File: config.mk
export PLATFORM = sky130hd
export DESIGN_NAME = lut_bist_ctrl
export DESIGN_NICKNAME = d
export VERILOG_FILES = /design/src/rtl/lut_bist_pkg.sv /design/src/rtl/lut_bist_timer.sv /design/src/rtl/lut_bist_ctrl.sv
export SDC_FILE = /design/constraint.sdc
export NUM_CORES = 1
export LEC_CHECK = 0
export CAP_MARGIN = 20
export CELL_PAD_IN_SITES_DETAIL_PLACEMENT = 1
export CELL_PAD_IN_SITES_GLOBAL_PLACEMENT = 2
export CORE_MARGIN = 2
export CORE_UTILIZATION = 29
export DETAILED_ROUTE_END_ITERATION = 8
export PLACE_DENSITY = 0.81
export REMOVE_ABC_BUFFERS = 1
export SLEW_MARGIN = 40
export SYNTH_ARGS = -nofsm -noshare
export SYNTH_HDL_FRONTEND = slang
export SYNTH_SLANG_ARGS = --single-unit
File: constraint.sdc
create_clock -name clk -period 2.3 [get_ports clk]
set_input_delay 0.345 -clock clk [delete_from_list [all_inputs] [get_ports clk]]
set_output_delay 0.345 -clock clk [all_outputs]
set_load 0.005 [all_outputs]
File: src/rtl/lut_bist_pkg.sv
`default_nettype none
// ============================================================================
// Module      : lut_bist_pkg
// Description : Shared types and constants for the LUT built-in self-test.
// Revision    : 1.0 - initial release
// ============================================================================
package lut_bist_pkg;

    // Golden truth table of lut_1596: y is high for x = 1, 5 and 9.
    localparam logic [15:0] LUT1596_EXP_MAP = 16'h0222;

    localparam logic [4:0] c_cnt_max = 5'd16;

    typedef enum logic [2:0] {
        ST_IDLE   = 3'd0,
        ST_APPLY  = 3'd1,
        ST_SETTLE = 3'd2,
        ST_SAMPLE = 3'd3,
        ST_DONE   = 3'd4
    } bist_state_t;

    function automatic logic [4:0] sat_inc(input logic [4:0] v);
        return (v >= c_cnt_max) ? v : v + 5'd1;
    endfunction

endpackage
`default_nettype wire

File: src/rtl/lut_bist_timer.sv
`default_nettype none
// ============================================================================
// Module      : lut_bist_timer
// Description : Loadable down-counter; expire flags the last settle cycle.
// Revision    : 1.0 - initial release
// ============================================================================
module lut_bist_timer #(
    parameter int WIDTH = 4
) (
    input  logic             clk,
    input  logic             rst_n,
    input  logic             load,
    input  logic             count,
    input  logic [WIDTH-1:0] load_val,
    output logic             expire
);

    logic [WIDTH-1:0] r_cnt;

    always_ff @(posedge clk or negedge rst_n) begin
        if (!rst_n) begin
            r_cnt <= '0;
        end else if (load) begin
            r_cnt <= load_val;
        end else if (count && (r_cnt != '0)) begin
            r_cnt <= r_cnt - 1'b1;
        end
    end

    // Expire while the final cycle is in progress so the FSM leaves on time.
    assign expire = (r_cnt <= WIDTH'(1));

endmodule
`default_nettype wire

File: src/rtl/lut_bist_ctrl.sv
`default_nettype none
// ============================================================================
// Module      : lut_bist_ctrl
// Description : Sweeps all 16 LUT input codes and compares y against EXP_MAP.
//               Define LUT_BIST_FAILMAP_EN to keep per-code mismatch flags.
// Revision    : 1.0 - initial release
// ============================================================================
module lut_bist_ctrl
    import lut_bist_pkg::*;
#(
    parameter int          SETTLE_CYC = 2,
    parameter logic [15:0] EXP_MAP    = lut_bist_pkg::LUT1596_EXP_MAP
) (
    input  logic        clk,
    input  logic        rst_n,
    input  logic        start,
    input  logic        abort,
    output logic [3:0]  x_o,
    input  logic        y_i,
    output logic        busy,
    output logic        done,
    output logic        pass,
    output logic [4:0]  cnt_one,
    output logic [4:0]  cnt_zero,
    output logic [15:0] fail_map
);

    localparam logic [3:0] c_settle      = 4'(SETTLE_CYC);
    localparam logic       c_skip_settle = (SETTLE_CYC == 0);

    bist_state_t r_state;
    bist_state_t w_next;

    logic [3:0] r_idx;
    logic [4:0] r_cnt_one;
    logic [4:0] r_cnt_zero;
    logic       r_pass;
    logic       r_done;

    logic w_busy;
    logic w_sweep_start;
    logic w_abort;
    logic w_sample;
    logic w_y_exp;
    logic w_tmr_load;
    logic w_tmr_count;
    logic w_tmr_expire;

    assign w_busy        = (r_state == ST_APPLY) || (r_state == ST_SETTLE) ||
                           (r_state == ST_SAMPLE);
    assign w_sweep_start = (r_state == ST_IDLE) && start;
    assign w_abort       = w_busy && abort;
    assign w_sample      = (r_state == ST_SAMPLE) && !abort;
    assign w_y_exp       = EXP_MAP[r_idx];

    lut_bist_timer #(
        .WIDTH (4)
    ) u_timer (
        .clk      (clk),
        .rst_n    (rst_n),
        .load     (w_tmr_load),
        .count    (w_tmr_count),
        .load_val (c_settle),
        .expire   (w_tmr_expire)
    );

    always_ff @(posedge clk or negedge rst_n) begin
        if (!rst_n) begin
            r_state <= ST_IDLE;
        end else begin
            r_state <= w_next;
        end
    end

    always_comb begin
        w_next      = r_state;
        w_tmr_load  = 1'b0;
        w_tmr_count = 1'b0;
        case (r_state)
            ST_IDLE: begin
                if (start) w_next = ST_APPLY;
            end
            ST_APPLY: begin
                w_tmr_load = 1'b1;
                w_next     = c_skip_settle ? ST_SAMPLE : ST_SETTLE;
            end
            ST_SETTLE: begin
                w_tmr_count = 1'b1;
                if (w_tmr_expire) w_next = ST_SAMPLE;
            end
            ST_SAMPLE: begin
                w_next = (r_idx == 4'd15) ? ST_DONE : ST_APPLY;
            end
            ST_DONE: begin
                w_next = ST_IDLE;
            end
            default: begin
                w_next = ST_IDLE;
            end
        endcase
        // Abort outranks every in-sweep transition, including the final sample.
        if (w_abort) w_next = ST_IDLE;
    end

    always_ff @(posedge clk or negedge rst_n) begin
        if (!rst_n) begin
            r_idx      <= '0;
            r_cnt_one  <= '0;
            r_cnt_zero <= '0;
            r_pass     <= 1'b0;
            r_done     <= 1'b0;
        end else begin
            r_done <= (r_state == ST_DONE);
            if (w_sweep_start) begin
                r_idx      <= '0;
                r_cnt_one  <= '0;
                r_cnt_zero <= '0;
                r_pass     <= 1'b0;
            end else if (w_abort) begin
                r_pass <= 1'b0;
            end else if (w_sample) begin
                if (w_y_exp && !y_i) r_cnt_one  <= sat_inc(r_cnt_one);
                if (!w_y_exp && y_i) r_cnt_zero <= sat_inc(r_cnt_zero);
                if (r_idx != 4'd15) r_idx <= r_idx + 4'd1;
            end else if (r_state == ST_DONE) begin
                r_pass <= (r_cnt_one == '0) && (r_cnt_zero == '0);
            end
        end
    end

`ifdef LUT_BIST_FAILMAP_EN
    logic [15:0] r_fail_map;

    always_ff @(posedge clk or negedge rst_n) begin
        if (!rst_n) begin
            r_fail_map <= '0;
        end else if (w_sweep_start) begin
            r_fail_map <= '0;
        end else if (w_sample && (w_y_exp != y_i)) begin
            r_fail_map[r_idx] <= 1'b1;
        end
    end

    assign fail_map = r_fail_map;
`else
    assign fail_map = '0;
`endif

    // The code register doubles as the LUT drive, so x_o holds in IDLE.
    assign x_o      = r_idx;
    assign busy     = w_busy;
    assign done     = r_done;
    assign pass     = r_pass;
    assign cnt_one  = r_cnt_one;
    assign cnt_zero = r_cnt_zero;

endmodule
`default_nettype wire
; Yosys cells after proc, flatten, opt, wreduce, memory -nomap -nowiden
; Memories as Yosys holds them, arrays and structs flattened.
; Index checks and enable logic that the tools add are counted.
[word_totals]
regBits = 23
rom_bits = 16
out_inout_bits = 33
memories = 1
[mem_list]
columns = name, depth, word_bits, read_ports, rd_clocked_by_memory_dff, wr, line_no
row1 = (name not given), 16, 1, 1, 0, 0, lut_bist_ctrl.sv:54  ; assign w_y_exp = EXP_MAP[r_idx];
[classes]
add_sub_neg = 4
magnitude_cmp = 4
eq_ne = 12
n_mux = 28
reduce_logical = 27
[op_table]
columns = operator, n
row1 = two-way mux 5 bit, 10
row2 = two-way mux 4 bit, 6
row3 = two-way mux 3 bit, 4
row4 = case mux 3 bit (4 select lines), 1
row5 = adder 5 x 1 -> 5 bit (second input constant), 2
row6 = greater-or-equal comparator 5 bit (second input constant), 2
row7 = zero test 5 bit, 2
row8 = nonzero test 2 bit, 5
row9 = AND reduction 4 bit, 2
row10 = logical AND 1 bit, 7
row11 = two-way mux 1 bit, 7
row12 = == test 3 x 2 -> 1 bit (second input constant), 2
row13 = != test 2 bit (second input constant), 3
row14 = != test 3 bit (second input constant), 2
row15 = < comparator 4 x 5 -> 1 bit (second input constant), 1
row16 = adder 4 x 1 -> 4 bit (second input constant), 1
row17 = == test 4 bit (second input constant), 1
row18 = <= comparator 4 x 1 -> 1 bit (second input constant), 1
row19 = != test 4 bit (second input constant), 1
row20 = AND reduction 2 bit, 2
row21 = nonzero test 4 bit, 1
row22 = subtractor 4 x 1 -> 4 bit (second input constant), 1
row23 = == test 3 x 1 -> 1 bit (second input constant), 1
row24 = == test 3 bit (second input constant), 1
row25 = 6 further kinds, 9

; Longest topological paths before layout
[depth]
depth_word = 8
ltp_mapped = 5

; Cells and area by module
; A second synthesis with hierarchy kept.
[unflattened]
cells_unflattened = 164
hier_area_um2 = 1572.8
[modules_own_cells]
columns = module, instances, cells_per_inst, area_each_um2, seq_area_each_um2
row1 = lut_bist_ctrl, 1, 131, 1278.7, 475.5
row2 = lut_bist_timer, 1, 33, 294.0, 100.1

; Worst setup path after synthesis
; OpenSTA, ideal clock, no wires.
[synth_timing]
kind = register -> register
startpoint = reg r_idx[1], in the netlist x_o[1]
endpoint = reg r_cnt_one[1], in the netlist cnt_one[1]
setup_ns = 0.125
t_arrival_ns = 1.567
setup_slack_ns = 0.608
stages_incl_launch_ff = 6
n_path_buf = 0
period_less_slack_ns = 1.692
path_cell_list = dfrtp_1 -> inv_1 -> ha_1 -> a21bo_2 -> or4_4 -> mux2_4
[synth_via]
elab_chain_cells = 5
[synth_lines]
columns = item, line_no
row1 = start: declaration, lut_bist_ctrl.sv:34  ; logic [3:0] r_idx;
row2 = start signal: assignment, lut_bist_ctrl.sv:124  ; if (r_idx != 4'd15) r_idx <= r_idx + 4'd1;
row3 = memory (16 x 1 bit), n/a
row4 = two-way mux 1 bit (not written as such), lut_bist_ctrl.sv:54
row5 = logical AND 1 bit, lut_bist_ctrl.sv:122  ; if (w_y_exp && !y_i) r_cnt_one <= sat_inc(r_cnt_one);
row6 = nonzero test 2 bit (no line), n/a
row7 = AND reduction 4 bit (no line), n/a
row8 = end signal: assignment, lut_bist_ctrl.sv:122
row9 = end: declaration, lut_bist_ctrl.sv:35  ; logic [4:0] r_cnt_one;
; Every way passes these cells. The select of a mux whose other input is x is not followed.
; A chain may end at the register's enable or synchronous reset.

; Worst setup path after layout
[layout_timing]
startpoint = reg r_state[0]
endpoint = out busy
[layout_via]
elab_chain_cells = 3
elab_cells_between_ends = 5
[layout_lines]
columns = item, line_no
row1 = start: declaration, lut_bist_ctrl.sv:31  ; bist_state_t r_state;
row2 = start signal: assignment, lut_bist_ctrl.sv:71  ; r_state <= w_next;
row3 = == test 3 x 1 -> 1 bit or == test 3 x 2 -> 1 bit (tied branches), lut_bist_ctrl.sv:49  ; assign w_busy = (r_state == ST_APPLY) || (r_state == ST_SETTLE) ||
row4 = logical OR 1 bit, lut_bist_ctrl.sv:49
row5 = logical OR 1 bit (*), lut_bist_ctrl.sv:49
row6 = end: declaration, lut_bist_ctrl.sv:20  ; output logic busy,
; Every way passes the cells marked *; elsewhere a longest branch is shown, timed or not.

==> impl_metrics.toml <==
[status]
status = "finished clean"

[setup_path]
cp_common_cell = "nor2_1"
worst-path-buf-inv = 1
arrival_ps = 1570
max_stage_delay_ps = 550
cp.required_ps = 1960
end_kind = "output port"
critPathKind = "flop to output port"
rrSetupSlack_ps = 540
crit_fanout = 11
slowest_stage = "dfrtp_1"
crit_family = "flip-flops"
crit_chain = "nor2_1, nor2_1, clkdlybuf4s50_1"
critPathLaunchType = "flop"

[yosys]
synthCells = 155
synth_ff_type = "dfrtp_1"
yosysSeqAreaShare_pct = 38.3
synth_area_leaders = "dfrtp_1, buf_4, ha_1"
yosys.area.top_type = "dfrtp_1"
yosys_warnings = 0
synth_edf_count = 0
netlist_area_mm2 = 0.00150
syn_avg_cell_area_um2 = 9.70
async_flop_share_pct = 100
ys_seq_elements = 23
yosysTopAreaCellShare_pct = 38.3
synth_cell_type_count = 46

[timing]
worstMarginPinSlew_ps = 563
rsz0062_at_grt = "false"
maxSlewViolCount = 0
layout_min_cycle_time_ps = 1920
hold_violations = 0
fin_tns_setup_ps = 0
worst_slack_ps = 384
fmax_ghz = 0.522
setup_viol = 0
post-route-period-util_pct = 83.3
clock_skew_ps = 15.2
slew_headroom_pct = 62.4

[grt]
overflow = 0
grt.total_usage_pct = 12.5
grt_max_degree = 24
grt_first_pass_wirelength_um = 5950
grt_pass1_vias = 1203
antenna_found_initial = 0

[placed_design]
place_hpwl_um = 2680
portBuffers = 21
place_congestion = 0.821
place_area_mm2 = 0.00174
place_inst = 244
dpl_worst_slack_ps = 328

[layout]
layout_commonest_cell = "dfrtp_1"
area_delta_synth_final_pct = 18.9
antennaDiodeCount = 0
post-route-util_pct = 35.5
final_cell_mix = "dfrtp_1, clkdlybuf4s50_1, conb_1"
final_nets = 193
stdcell_area_mm2 = 0.00179
drive_gt1_share_pct = 8.43
final_cells = 248

[floorplan]
pin_count = 38
core_mm2 = 0.00504
fp-row-count = 26
dieWidth_um = 76.0
die-area_mm2 = 0.00578
initial_core_util_pct = 29.8
die_y_um = 76.0

[cts]
cts_inserted_buffers = 3
cts_resized = 0
path_clk_slew_ps = 100
cts_tree = "done"
cts_setup_buffers = 0
root_buffer = "clkbuf_8"
clock-sinks = 23
clkLatencyLatePin_ps = 270
h-tree-depth = 1
cts_buffer_depth = 2
holdBufCountCts = 0

[power_and_ir_drop]
power.density_mw_per_mm2 = 706
vdd_drop_max_v = 0.000404
cellLeakagePower_nw = 0.763

[detailed_routing]
ant_nets = 0
wire_per_inst_um = 14.0
vias = 1200
first_pass_iters = 4
drt_iter0_drc = 15
wl_um = 3470
via_per_inst = 4.84
drc = 0

[job]
maxCapViolCount = 0

[min_path]
min-delay-path-class = "input port to async pin"
## cells by family (layout without fill, tap and decap cells)
family                   Yosys count  in the layout  share of synthesized area, %
AND/OR/NAND/NOR                   59             59                          24.9
AO/OA/AOI/OAI                     21             21                          9.49
other                              1             16                         0.249
flip-flops                        23             23                          38.3
multiplexers                       9              9                          6.32
adder cells (fa/ha/maj)            9              9                          7.49
buffers and inverters             32             40                          12.7
XOR/XNOR                           1              1                         0.582
## per-layer routing
layer	wire length (um)	vias to the layer above	track usage [%]
li1	-	572	-
met1	1480	592	15.0
met2	1770	32	22.7
met3	202	4	3.44
met4	20	0	1.82
met5	0	-	0
## where the power goes
group	leakage [nW]	switching [W]	total (W)	internal (W)
Combinational	0.425	0.000227	0.000440	0.000214
Clock	0.0255	0.000141	0.000262	0.000121
Sequential	0.312	0.0000986	0.000560	0.000461
## stage by stage
stage,total power (W),hold slack [ps]
detailed placement,0.00102,515
global placement,0.000985,498
finish,0.00126,428
floorplan,0.000817,49.4
global route,0.00138,451
CTS,0.00129,436
## layout make-up
class	instances	area (um^2)
fill	597	3250
multi-input combinational	115	793
sequential	23	576
timing repair buffer	26	248
tap	70	87.6
clock buffer	3	41.3
inverter	10	37.5
clock inverter	1	5.00
## final timing paths
check,start,endpoint,cells after the start
max in group asynchronous,rst_n,r_state[2]$_DFFE_PN0P_,2
min,rst_n,cnt_one[2]$_DFFE_PN0P_,2
max reg2reg,x_o[1]$_DFFE_PN0P_,cnt_one[1]$_DFFE_PN0P_,5
min reg2reg,pass$_DFFE_PN0P_,pass$_DFFE_PN0P_,1
min in group clk,pass$_DFFE_PN0P_,pass$_DFFE_PN0P_,1
max,r_state[0]$_DFFE_PN0P_,busy,3
## sequential cells by signal, summed over array words and instances (netlist names)
register       flops
cnt_one            5
cnt_zero           5
done               1
pass               1
r_state            3
u_timer.r_cnt      4
x_o                4
## cells in the mapped netlist (2+ instances only)
| cell | number |
|---|---|
| a21oi_1 | 4 |
| and4_1 | 3 |
| buf_2 | 3 |
| buf_4 | 16 |
| clkbuf_1 | 2 |
| dfrtp_1 | 23 |
| ha_1 | 9 |
| inv_1 | 10 |
| mux2i_1 | 8 |
| nand2_1 | 11 |
| nand2b_1 | 5 |
| nand3_1 | 3 |
| nor2_1 | 6 |
| nor3_1 | 4 |
| nor4_1 | 6 |
| nor4b_1 | 4 |
| o21a_1 | 2 |
| o21ai_0 | 5 |
| or3_1 | 4 |
Note: power is estimated with default switching activity, not from simulation.
